### src/rtl/random_roller_pkg.sv
// Shared types and constants for the random_roller game core.
package random_roller_pkg;

  typedef enum logic [1:0] {
    IDLE = 2'd0,
    ROLL = 2'd1,
    SHOW = 2'd2
  } state_t;

  // Taps for x^16+x^14+x^13+x^11+1 on a left-shifting Fibonacci register
  localparam logic [15:0] LFSR_TAPS    = 16'hB400;
  localparam logic [15:0] DEFAULT_SEED = 16'hACE1;

endpackage

### src/rtl/random_roller_lfsr16.sv
// Free-running 16-bit Fibonacci LFSR; reset reloads the seed.
module lfsr16
  import random_roller_pkg::*;
#(
  parameter logic [15:0] SEED  = DEFAULT_SEED,
  parameter int          OUT_W = 16
) (
  input  logic             i_clk,
  input  logic             i_rst,
  output logic [OUT_W-1:0] o_value
);

  logic [15:0] lfsr_q;

  always_ff @(posedge i_clk or posedge i_rst) begin
    if (i_rst) lfsr_q <= SEED;
    else       lfsr_q <= {lfsr_q[14:0], ^(lfsr_q & LFSR_TAPS)};
  end

  assign o_value = lfsr_q[OUT_W-1:0];

endmodule

### src/rtl/random_roller.sv
// Game core: samples the LFSR on a slowing schedule, commits results to a
// history ring and replays older results while show is held.
module random_roller
  import random_roller_pkg::*;
#(
  parameter int          WIDTH            = 4,
  parameter int          HIST_DEPTH       = 4,
  parameter int          BASE_PERIOD      = 4,
  parameter int          STEPS            = 6,
  parameter int          UPDATES_PER_STEP = 4,
  parameter logic [15:0] SEED             = DEFAULT_SEED
) (
  input  logic                            i_clk,
  input  logic                            i_rst,
  input  logic                            i_start,
  input  logic                            i_stop,
  input  logic                            i_show,
  output logic [WIDTH-1:0]                o_random_out,
  output logic                            o_busy,
  output logic [$clog2(HIST_DEPTH+1)-1:0] o_hist_count,
  output logic [$clog2(HIST_DEPTH)-1:0]   o_hist_idx
);

  localparam int CW     = $clog2(HIST_DEPTH + 1);
  localparam int IW     = $clog2(HIST_DEPTH);
  localparam int PW_RAW = $clog2(BASE_PERIOD << (STEPS - 1));
  localparam int PW     = (PW_RAW < 1) ? 1 : PW_RAW;
  localparam int SW     = (STEPS > 1) ? $clog2(STEPS) : 1;
  localparam int UW     = (UPDATES_PER_STEP > 1) ? $clog2(UPDATES_PER_STEP) : 1;

  localparam logic [SW-1:0] STEP_LAST = SW'(STEPS - 1);
  localparam logic [UW-1:0] UPD_LAST  = UW'(UPDATES_PER_STEP - 1);

  state_t           state, state_nx;
  logic [WIDTH-1:0] lfsr_w;
  logic             start_p0, start_p1, stop_p0, stop_p1, show_p0, show_p1;
  logic             start_rise, stop_rise, show_rise, show_fall;
  logic [PW-1:0]    cyc, pm1;
  logic [SW-1:0]    step;
  logic [UW-1:0]    upd;
  logic             tick, last, upd_now;
  logic             load, commit, show_enter, show_exit;
  logic [WIDTH-1:0] disp, disp_nx;
  logic [WIDTH-1:0] hist [HIST_DEPTH];
  logic [IW-1:0]    wr_ptr, sel, sel_next, rd_idx, newest_idx;
  logic [CW-1:0]    count, sel_inc;

  // Steps back through the ring from ptr; back never exceeds HIST_DEPTH.
  function automatic logic [IW-1:0] ring_back(input logic [IW-1:0] ptr,
                                              input logic [IW:0]   back);
    logic [IW+1:0] p;
    logic [IW+1:0] b;
    p = (IW+2)'(ptr);
    b = (IW+2)'(back);
    if (p >= b) ring_back = IW'(p - b);
    else        ring_back = IW'(p + (IW+2)'(HIST_DEPTH) - b);
  endfunction

  lfsr16 #(.SEED(SEED), .OUT_W(WIDTH)) u_lfsr (
    .i_clk  (i_clk),
    .i_rst  (i_rst),
    .o_value(lfsr_w)
  );

  // Stage p0 samples the pins, p1 holds the previous sample for edge detect
  always_ff @(posedge i_clk or posedge i_rst) begin
    if (i_rst) begin
      start_p0 <= 1'b0; start_p1 <= 1'b0;
      stop_p0  <= 1'b0; stop_p1  <= 1'b0;
      show_p0  <= 1'b0; show_p1  <= 1'b0;
    end else begin
      start_p0 <= i_start; start_p1 <= start_p0;
      stop_p0  <= i_stop;  stop_p1  <= stop_p0;
      show_p0  <= i_show;  show_p1  <= show_p0;
    end
  end

  assign start_rise = start_p0 & ~start_p1;
  assign stop_rise  = stop_p0  & ~stop_p1;
  assign show_rise  = show_p0  & ~show_p1;
  assign show_fall  = ~show_p0 & show_p1;

  // pm1 holds period-1 so the longest period still fits the counter width
  assign tick    = (cyc == pm1);
  assign last    = tick && (upd == UPD_LAST) && (step == STEP_LAST);
  assign upd_now = (state == ROLL) && !stop_rise && !start_rise && tick;
  assign disp_nx = upd_now ? lfsr_w : disp;

  assign sel_inc    = CW'(sel) + CW'(1);
  assign sel_next   = (sel_inc >= count) ? '0 : IW'(sel_inc);
  assign newest_idx = ring_back(wr_ptr, (IW+1)'(1));
  assign rd_idx     = ring_back(wr_ptr, (IW+1)'(sel) + (IW+1)'(1));

  always_ff @(posedge i_clk or posedge i_rst) begin
    if (i_rst) state <= IDLE;
    else       state <= state_nx;
  end

  always_comb begin
    state_nx   = state;
    load       = 1'b0;
    commit     = 1'b0;
    show_enter = 1'b0;
    show_exit  = 1'b0;
    unique case (state)
      IDLE: begin
        if (start_rise) begin
          state_nx = ROLL;
          load     = 1'b1;
        end else if (show_rise && count != '0) begin
          state_nx   = SHOW;
          show_enter = 1'b1;
        end
      end
      ROLL: begin
        if (stop_rise) begin
          state_nx = IDLE;
          commit   = 1'b1;
        end else if (start_rise) begin
          load = 1'b1;
        end else if (last) begin
          state_nx = IDLE;
          commit   = 1'b1;
        end
      end
      SHOW: begin
        if (start_rise) begin
          state_nx = ROLL;
          load     = 1'b1;
        end else if (show_fall) begin
          state_nx  = IDLE;
          show_exit = 1'b1;
        end
      end
      default: state_nx = IDLE;
    endcase
  end

  always_comb begin
    o_busy       = (state == ROLL);
    o_hist_idx   = '0;
    o_random_out = disp;
    if (state == SHOW) begin
      o_hist_idx   = sel;
      o_random_out = hist[rd_idx];
    end
  end

  always_ff @(posedge i_clk or posedge i_rst) begin
    if (i_rst) begin
      cyc  <= '0;
      pm1  <= '0;
      step <= '0;
      upd  <= '0;
    end else if (load) begin
      cyc  <= '0;
      pm1  <= PW'(BASE_PERIOD - 1);
      step <= '0;
      upd  <= '0;
    end else if (state == ROLL && !stop_rise) begin
      if (tick) begin
        cyc <= '0;
        if (upd == UPD_LAST) begin
          upd  <= '0;
          step <= step + 1'b1;
          pm1  <= (pm1 << 1) | PW'(1);
        end else begin
          upd <= upd + 1'b1;
        end
      end else begin
        cyc <= cyc + 1'b1;
      end
    end
  end

  always_ff @(posedge i_clk or posedge i_rst) begin
    if (i_rst) begin
      disp   <= '0;
      wr_ptr <= '0;
      sel    <= '0;
      count  <= '0;
      for (int i = 0; i < HIST_DEPTH; i++) hist[i] <= '0;
    end else begin
      disp <= disp_nx;
      if (show_exit) disp <= hist[newest_idx];
      if (commit) begin
        hist[wr_ptr] <= disp_nx;
        wr_ptr       <= (wr_ptr == IW'(HIST_DEPTH - 1)) ? '0 : wr_ptr + 1'b1;
        if (count != CW'(HIST_DEPTH)) count <= count + 1'b1;
        sel <= '0;
      end
      if (show_enter) sel <= sel_next;
    end
  end

  assign o_hist_count = count;

endmodule

### config.mk
export PLATFORM = sky130hd
export DESIGN_NAME = random_roller
export DESIGN_NICKNAME = d
export VERILOG_FILES = /design/src/rtl/random_roller_pkg.sv /design/src/rtl/random_roller_lfsr16.sv /design/src/rtl/random_roller.sv
export SDC_FILE = /design/constraint.sdc
export NUM_CORES = 1
export LEC_CHECK = 0
export ABC_AREA = 1
export CAP_MARGIN = 25
export CORE_AREA = 2 2 80 82
export DETAILED_ROUTE_END_ITERATION = 12
export DIE_AREA = 0 0 82 84
export PLACE_DENSITY = 0.85
export SYNTH_ARGS = -nofsm -noshare
export SYNTH_HDL_FRONTEND = slang
export SYNTH_SLANG_ARGS = --single-unit
export TNS_END_PERCENT = 1
### constraint.sdc
create_clock -name i_clk -period 2.86 [get_ports i_clk]
set_input_delay 0.286 -clock i_clk [delete_from_list [all_inputs] [get_ports i_clk]]
set_output_delay 0.286 -clock i_clk [all_outputs]
set_load 0.02 [all_outputs]
# --- After elaboration in Yosys (flattened, before gate mapping) ---
# Cells that the tools add are included.
word_totals:
  reg_bits: 70
  input_bits: 5
  out_inout_bits: 10
  elab_cells: 136
classes:
  add_sub_neg: 11
  order_cmp: 7
  eq_ne: 11
  mux: 55
  bitwise_logic: 11
  n_reduce_logical: 21
op_table:
  columns: ["cell", "n"]
  rows:
  - ["2-to-1 mux 7 bit", 7]
  - ["2-to-1 mux 2 bit", 18]
  - ["2-to-1 mux 4 bit", 8]
  - ["binary-select mux 4 bit (select 2 bit)", 2]
  - ["bitwise mux 16 bit", 1]
  - ["XOR reduction 16 bit", 1]
  - ["2-to-1 mux 1 bit", 12]
  - ["2-to-1 mux 3 bit", 4]
  - ["greater-or-equal comparator 3 bit, second input constant", 3]
  - ["!= test 3 bit, second input constant", 3]
  - ["NOT 2 -> 3 bit", 3]
  - ["demux 4 bit (select 2 bit)", 1]
  - ["nonzero test 2 bit", 4]
  - ["adder 7 x 1 -> 7 bit, second input constant", 1]
  - ["equality test 7 bit", 1]
  - ["logical AND 1 bit", 7]
  - ["adder 2 x 1 -> 2 bit, second input constant", 3]
  - ["adder 3 x 1 -> 3 bit, second input constant", 2]
  - ["equality test 2 bit, second input constant", 3]
  - ["case mux 2 bit (3 select lines)", 1]
  - ["AND 1 bit", 4]
  - ["NOT 1 bit", 4]
  - ["AND reduction 2 bit", 2]
  - ["AND reduction 4 bit", 1]
  - ["17 further kinds", 20]

# --- Depth between registers and ports, before layout ---
depth:
  word_depth: 9
  ltp_mapped: 11
  mapped_depth_nobuf: 11

# --- By module ---
# Synthesis repeated with hierarchy kept, for this count alone.
hier_totals:
  cells_unflattened: 420
  hier_area_um2: 3699.8
modules_own_cells:
  columns: ["module", "instances", "cells_each", "area_per_inst_um2"]
  rows:
  - ["random_roller", 1, 384, 3191.8]
  - ["lfsr16", 1, 36, 508.0]

# --- Least setup slack after synthesis ---
# OpenSTA, ideal clock, no wires.
synth_timing:
  path_kind: "register to output"
  startpoint: "register wr_ptr[0]"
  endpoint: "output port o_random_out[1]"
  arrival_ns: 1.806
  t_required_ns: 2.574
  path_slack_ns: 0.768
  stages_incl_launch_ff: 9
  path_buffers: 2
  path_cell_list: "dfrtp_1 > inv_1 > clkbuf_1 > ha_1 > clkbuf_1 > nand2_1 > o21ai_0 > o211ai_1 > nand2_1"
synth_between:
  elab_chain_len: 8
  elab_cells_between_ends: 10
  classes_between: "3 x add/sub; 1 x order compare; 5 x mux; 1 x bitwise"
synth_lines:
  columns: ["element", "line_no", "text"]
  rows:
  - ["start: declaration", "random_roller.sv:45", "logic [IW-1:0] wr_ptr, sel, sel_next, rd_idx, newest_idx;"]
  - ["start signal: assignment", "random_roller.sv:188", "wr_ptr <= (wr_ptr == IW'(HIST_DEPTH - 1)) ? '0 : wr_ptr + 1'b1;"]
  - ["adder 2 x 1 -> 2 bit", "random_roller.sv:56", "else ring_back = IW'(p + (IW+2)'(HIST_DEPTH) - b);"]
  - ["subtractor 2 bit", "random_roller.sv:56", null]
  - ["2-to-1 mux 2 bit (*)", "random_roller.sv:55", "if (p >= b) ring_back = IW'(p - b);"]
  - ["NOT 2 -> 3 bit (implied by the code) (*)", "random_roller.sv:145", "o_random_out = hist[rd_idx];"]
  - ["binary-select mux 4 bit (select 2 bit) (*)", "random_roller.sv:145", null]
  - ["2-to-1 mux 4 bit (implied by the code) (*) (2 in a row)", "random_roller.sv:145", null]
  - ["2-to-1 mux 4 bit (*)", "random_roller.sv:143", "if (state == SHOW) begin"]
  - ["end: declaration", "random_roller.sv:18", "output logic [WIDTH-1:0] o_random_out,"]
# Mark *: on every way between the ends. The rest lies on a longest branch, timed or not. The select of a mux whose other input is x is not followed.

# --- Worst setup path in the final report ---
layout_timing:
  startpoint: "register sel[0]"
  endpoint: "output port o_random_out[1]"
layout_between:
  elab_chain_len: 8
  elab_cells_between_ends: 10
  classes_between: "3 x add/sub; 1 x order compare; 5 x mux; 1 x bitwise"
layout_lines:
  columns: ["element", "line_no", "text"]
  rows:
  - ["start: declaration", "random_roller.sv:45", null]
  - ["start signal: assignment", "random_roller.sv:192", "if (show_enter) sel <= sel_next;"]
  - ["adder 2 x 1 -> 3 bit (*)", "random_roller.sv:92", "assign rd_idx = ring_back(wr_ptr, (IW+1)'(sel) + (IW+1)'(1));"]
  - ["greater-or-equal comparator 2 x 3 -> 1 bit, or another cell as far along", "random_roller.sv:55", null]
  - ["2-to-1 mux 2 bit (*)", "random_roller.sv:55", null]
  - ["NOT 2 -> 3 bit (implied by the code) (*)", "random_roller.sv:145", null]
  - ["binary-select mux 4 bit (select 2 bit) (*)", "random_roller.sv:145", null]
  - ["2-to-1 mux 4 bit (implied by the code) (*) (2 in a row)", "random_roller.sv:145", null]
  - ["2-to-1 mux 4 bit (*)", "random_roller.sv:143", null]
# Marks and branches as above.

==> flow_summary.json <==
{
  "status": "complete, no violations",
  "row_count": 29,
  "grt-ovfl-total": 0,
  "worst_slew_pin_slew_ns": 0.523,
  "use_met1_pct": 34.6,
  "grtUsageMet2_pct": 39.3,
  "worst_setup_path_end_kind": "output port",
  "routed_wirelength_um": 7800,
  "place_congestion": 0.831,
  "drt_drc_violations_left": 0,
  "worstReg2RegEnd": "pm1[5]",
  "skew_ns": 0.00660,
  "ys_ff_latch": 70,
  "synth_cell_types": 32,
  "grt_max_degree": 47,
  "post_drt_wl_per_cell_um": 15.0,
  "grt_pass1_wl_um": 13300,
  "setup_ws_ns": 0.386,
  "rsz0062_at_grt": "false",
  "ys_seq_area_share_pct": 50.5,
  "fp.coreArea_mm2": 0.00610,
  "dpl_worst_slack_ns": 0.214,
  "yosys.area.top_type": "dfrtp_1",
  "intPower_uw": 2400,
  "hold_violations": 0,
  "finalCritPeriodShare_pct": 86.5,
  "cts_buffers": 9,
  "io_pins": 15,
  "dp_hpwl_um": 5340,
  "ff2ff_setup_slack_ns": 0.92,
  "sequentialPowerShare_pct": 35.6,
  "cap_violations": 0,
  "slew-limit-headroom_pct": 65.1,
  "p_clk_share_pct": 21.5,
  "syn_inst": 412,
  "synth_nets": 432,
  "drive_gt1_share_pct": 11.1,
  "num_antenna_cells": 0,
  "vias": 2962,
  "clock.fmax_mhz": 404,
  "clockRootBuffer": "clkbuf_8",
  "grt_use_met3_pct": 6.71,
  "finalMaxSlewViolations": 0,
  "synth_most_common_cell": "nand2_1",
  "yosys.area.top_type_share_pct": 44.5,
  "area_growth_pct": 14.6,
  "cp_data_arrival_time_ns": 2.19,
  "ant_nets": 0,
  "start_util_pct": 57.2,
  "insertion_delay_ns": 0.35,
  "whs_ns": 0.294,
  "via_per_inst": 5.71,
  "p_leak_uw": 0.00206,
  "worst_hold_path_type": "input port to asynchronous set/reset pin",
  "nets": 457,
  "ys.warnings.count": 0,
  "io_buffers": 14,
  "p_sw_uw": 1730,
  "sw_frac_of_total_pct": 41.9,
  "synth_area_leaders": "dfrtp_1, nand2_1, dfstp_2",
  "p_per_area_mw_per_mm2": 1040,
  "synth_edf_count": 0,
  "fin_tns_setup_ns": 0,
  "cts_tree": "done",
  "die_x_um": 82,
  "startpoint_type": "register",
  "peakVddDrop_v": 0.000782,
  "rr_worst_depth": 9,
  "die_area_mm2": 0.00689,
  "r2r-start": "stop_p0",
  "syn_area_mm2": 0.00349,
  "postSynthAreaPerCell_um2": 8.46,
  "die_y_um": 84,
  "setup_violations": 0,
  "layout_min_cycle_time_ns": 2.47,
  "required_ns": 2.57,
  "antenna_found_initial": 0,
  "dr.first_iter.drc_count": 264,
  "synth-main-ff-cell": "dfrtp_1",
  "clkSinkCount": 70,
  "synthTopCellsByCount": "nand2_1, dfrtp_1, nand3_1",
  "cts_buffer_depth": 2,
  "pwr-share-comb_pct": 42.8,
  "grt_pass1_vias": 2885,
  "cts.clk_slew.worst_paths_ns": 0.08,
  "critPathKind": "register to output port",
  "grt_usage_pct": 25.8,
  "cp_max_fo": 4,
  "grt.busiest_layer": "met2",
  "first_pass_iters": 5,
  "cts.htree.levels": 3,
  "async_flop_share_pct": 100
}
==> critical path, cell delays in order (launching register included) <==
cell and delay (ns):
dfrtp_1 0.43, ha_1 0.40, xnor2_2 0.18, xor2_2 0.18, buf_4 0.14, o211ai_1 0.22, nand2_1 0.07, dlymetal6s2s_1 0.21
==> worst max path at each step <==
stage | startpoint | to | slack (ns) | depth (start not counted)
global placement | sel[0] | o_random_out[0] | 0.35 | 7
floorplan | wr_ptr[0] | o_random_out[1] | 0.77 | 8
detailed placement | sel[0] | o_random_out[1] | 0.21 | 7
global route | wr_ptr[0] | o_random_out[1] | 0.32 | 8
finish | sel[0] | o_random_out[1] | 0.39 | 7
CTS | sel[0] | o_random_out[1] | 0.02 | 8
==> routing by layer <==
metal	part of all wire, %	vias up	routed length (um)
met2	49	125	3830
met1	42	1411	3280
met3	6.1	25	477
met4	2.7	0	210
met5	0	-	0
li1	-	1401	-
==> power by group through the flow <==
stage	Sequential, uW	Combinational [uW]	Clock (uW)
3_3_place_gp	1470	1550	0
4_1_cts	1460	1740	901
3_5_place_dp	1480	1640	0
6_report	1470	1770	890
2_1_floorplan	1420	1190	0
5_1_grt	1510	1970	946
==> state kept, by name, indices dropped and copies added, names as in the netlist, 3 cells and up <==
register	count
hist	16
u_lfsr.lfsr_q	16
cyc	7
pm1	7
disp	4
o_hist_count	3
step	3
==> through the flow <==
step | utilization (%) | cell area (um^2) | total power, uW | std cells
4_1_cts | 65.2 | 3980 | 4110 | 519
2_1_floorplan | - | 3490 | 2610 | 412
5_1_grt | 65.5 | 3990 | 4420 | 519
3_3_place_gp | 61.2 | 3730 | 3010 | 501
6_report | 65.5 | 3990 | 4140 | 519
3_5_place_dp | 61.2 | 3730 | 3110 | 501
==> cells by family after synthesis <==
group	Yosys count	synth area share [%]
simple gates	226	28.6
flops	70	50.5
buf+inv	50	5.81
compound gates	41	7.11
fa+ha+maj	15	5.38
xor+xnor	10	2.51
==> final cells by class <==
| cell class | count | area (um^2) |
|---|---|---|
| fillers | 483 | 2100 |
| clock inverters | 6 | 85.1 |
| multi-input cells | 292 | 1540 |
| repair buffers | 21 | 215 |
| clock buffers | 10 | 138 |
| flip-flops and latches | 70 | 1760 |
| inverters | 43 | 161 |
| well taps | 77 | 96.3 |
==> cells in the final DEF, fill, tap and decap left out <==
cell               n
a211oi_1           1
a21boi_0           1
a21oi_1            5
a21oi_2            1
a21oi_4            1
a31oi_1            4
buf_12             1
buf_4              6
bufinv_16          2
clkbuf_8          10
clkdlybuf4s50_1   10
clkinv_2           2
clkinvlp_4         2
dfrtp_1           62
dfstp_2            8
dlymetal6s2s_1     4
ha_1              15
inv_1             40
inv_2              3
nand2_1          130
nand2_2            2
nand3_1           42
nand3_2            1
nand4_1           14
nor2_1            23
nor2_2             4
nor2_4             3
nor3_1             4
nor3b_2            1
nor4_1             2
o211ai_1           4
o21a_1             1
o21ai_0           18
o21ai_1            1
o22ai_1            4
xnor2_1            4
xnor2_2            1
xor2_1             4
xor2_2             1
==> what timing repair did <==
action                                  in CTS  in global routing
pin swaps                                    1                  0
gates resized for setup                      1                  5
hold buffers                                 0                  0
endpoints found under the setup margin       4                  4
setup buffers                                2                  0
Power figures use the tool's default switching activity.
==> patch (same flow settings) <==
Register the output `o_hist_count` once more, cleared by the reset; this adds one clock of latency there. The other outputs are not delayed to match.
--- a/src/rtl/random_roller.sv
+++ b/src/rtl/random_roller.sv
@@ -194,5 +194,11 @@
   end
 
-  assign o_hist_count = count;
+  always_ff @(posedge i_clk or posedge i_rst) begin
+    if (i_rst) begin
+      o_hist_count <= '0;
+    end else begin
+      o_hist_count <= count;
+    end
+  end
 
 endmodule
Function: changed (Yosys sat finds a counterexample within 4 cycles, from zero or initial values and one cycle with i_rst high).
==> patch against the original RTL <==
Via count decreased by 1.3%. Cell area is 0.16% higher. Routed wire length is 4.5% lower. Total power shrank 6.5%. Sequential cell count increased by 3. Setup slack lost 0.11 ns. Synthesized area rose by 2.4%. Clock skew grew 0.0064 ns. Critical path type unchanged. Largest power group unchanged.
==> patch: results (changes against the original RTL) <==
* Status: finished, final reports clean
* Area grow syn2layout at 12.0%
* Clk Latency, worst-skew pair at 0.35 ns (about the same)
* Ant diodes at 0 (unchanged)
* H-tree depth at 3 (unchanged)
* DRT Pass-1 Iters at 5 (unchanged)
* Initial antenna violation count at 0 (unchanged)
* Critical path's largest stage delay at 0.62 ns (+0.19 ns)
* Cell variety after synth at 30 (-6.3%)
* Number of global-route vias before repair at 2,735 (-5.2%)
* Least-Margin Pin Slew at 0.569 ns (+0.0464 ns)
* Routability congestion estimate at 0.964 (+16%)
* GRT Total Usage at 0.243 (-0.0144)
* Largest net degree at the start of global routing at 31 (-34%)
* P_leak at 2.06 nW (+0.11%)
* Path type of the worst min-delay path: input pin to async pin
* Dpl hpwl at 5440 um (+1.9%)
* Routed vias at 2,924 (-1.3%)
* Async S/R FF share, synth at 1.00 (unchanged)
* Worst-path clk slew at 0.09 ns
* Largest registers: hist x16, u_lfsr.lfsr_q x16
* Total CTS buffers at 9 (unchanged)
* CP top delay family: buffers and inverters
* Fin Clk Skew at 0.0130 ns (+0.00639 ns)
* Top FF cell, synth: dfrtp_1
* Yosys warns at 0 (unchanged)
* Sequential fraction of the synthesis area at 0.514 (+0.00898)
* Fill cells at 491 (+1.7%)
* Critical Path AT at 2.29 ns (+0.10 ns)
* Root Driver: clkbuf_8
* VDD IR max at 0.595 mV (-24%)
* Top cells by count, synth: nand2_1, dfrtp_1, nand3_1
* Largest cells by area after synthesis: dfrtp_1, nand2_1, nand3_1
* Iteration-0 DRC Markers at 293 (+11%)
* CP max FO at 7 (+3)
* First-pass GRT wire length at 12,800 um (-4.4%)
* Layout cells sized above 1 at 0.112 (+0.000997)
* Port bufs at 14 (unchanged)
* Critical path's slowest cell: clkdlybuf4s50_1
* Total Routed Length at 7450 um (-4.5%)
* Syn nets at 439 (+1.6%)
* CTS max path bufs at 2 (unchanged)
* Post-layout nets at 462 (+1.1%)
* Final Util at 0.656 (+0.00103)
==> patch: report_power, final <==
group / internal [mW] / total, mW / switching, mW / leakage [nW]
sequential: 1.28 / 1.50 / 0.226 / 0.942
combinational: 0.592 / 1.61 / 1.02 / 1.04
clock: 0.329 / 0.750 / 0.421 / 0.0848
==> patch: repair_timing <==
| action | CTS | global route |
|---|---|---|
| setup buffers | 0 | 0 |
| resized for setup | 0 | 5 |
| endpoints found under the setup margin | 0 | 4 |
==> patch: area by class of cell <==
cell class,instances,area share
clock buffer,9,0.0310
clock inverter,7,0.0150
inverter,46,0.0432
multi-input combinational,293,0.381
sequential,73,0.459
tap,77,0.0241
timing repair buffer,19,0.0469
==> patch: path summary, 6_finish.rpt <==
kind / start / to / slack, ns / cells past startpoint
setup / recovery: state[1]$_DFFE_PP0P_ / o_hist_idx[1] / 0.28 / 5
hold / removal: i_rst / show_p0$_DFF_PP0_ / 0.26 / 2
setup reg to reg: start_p1$_DFF_PP0_ / pm1[5]$_DFFE_PP0P_ / 0.95 / 8
hold reg to reg: u_lfsr.lfsr_q[5]$_DFF_PP1_ / u_lfsr.lfsr_q[6]$_DFF_PP1_ / 0.36 / 0
max in group asynchronous: i_rst / hist[7]$_DFFE_PP0P_ / 1.83 / 3
min in group i_clk: u_lfsr.lfsr_q[5]$_DFF_PP1_ / u_lfsr.lfsr_q[6]$_DFF_PP1_ / 0.36 / 0
==> patch: cell families (layout without fill, tap and decap cells) <==
family | count (synthesis) | count (layout) | synth area share
xor+xnor | 9 | 9 | 0.0221
simple gates | 229 | 229 | 0.283
compound gates | 40 | 40 | 0.0680
flops | 73 | 73 | 0.514
buf+inv | 53 | 81 | 0.0599
fa+ha+maj | 15 | 15 | 0.0526
==> patch: worst reg2reg max path, stage by stage (launching register included) <==
cell	delay, ns
dfrtp_1	0.38
nor2_2	0.19
inv_1	0.13
a21oi_2	0.35
nor2_4	0.11
nor2_4	0.27
nand2_2	0.22
nand2_1	0.11
nand2_1	0.06
==> patch: through the flow <==
stage / instances / hold WS, ns / setup slack, ns / instance area [um2]
final: 524 / 0.263 / 0.279 / 4000
after global routing: 524 / 0.313 / 0.0883 / 4000
after CTS: 524 / 0.266 / 0.0824 / 3990
after detailed placement: 508 / 0.342 / 0.463 / 3800
after global placement: 508 / 0.336 / 0.548 / 3800
after floorplan: 419 / 0.317 / 0.734 / 3570
==> patch: metal layers <==
metal / vias up / routed length [um] / global-route usage
met1: 1395 / 3380 / 0.332
met3: 19 / 406 / 0.0390
met5: - / 0 / 0
li1: 1403 / - / -
met2: 107 / 3500 / 0.387
met4: 0 / 161 / 0.0924
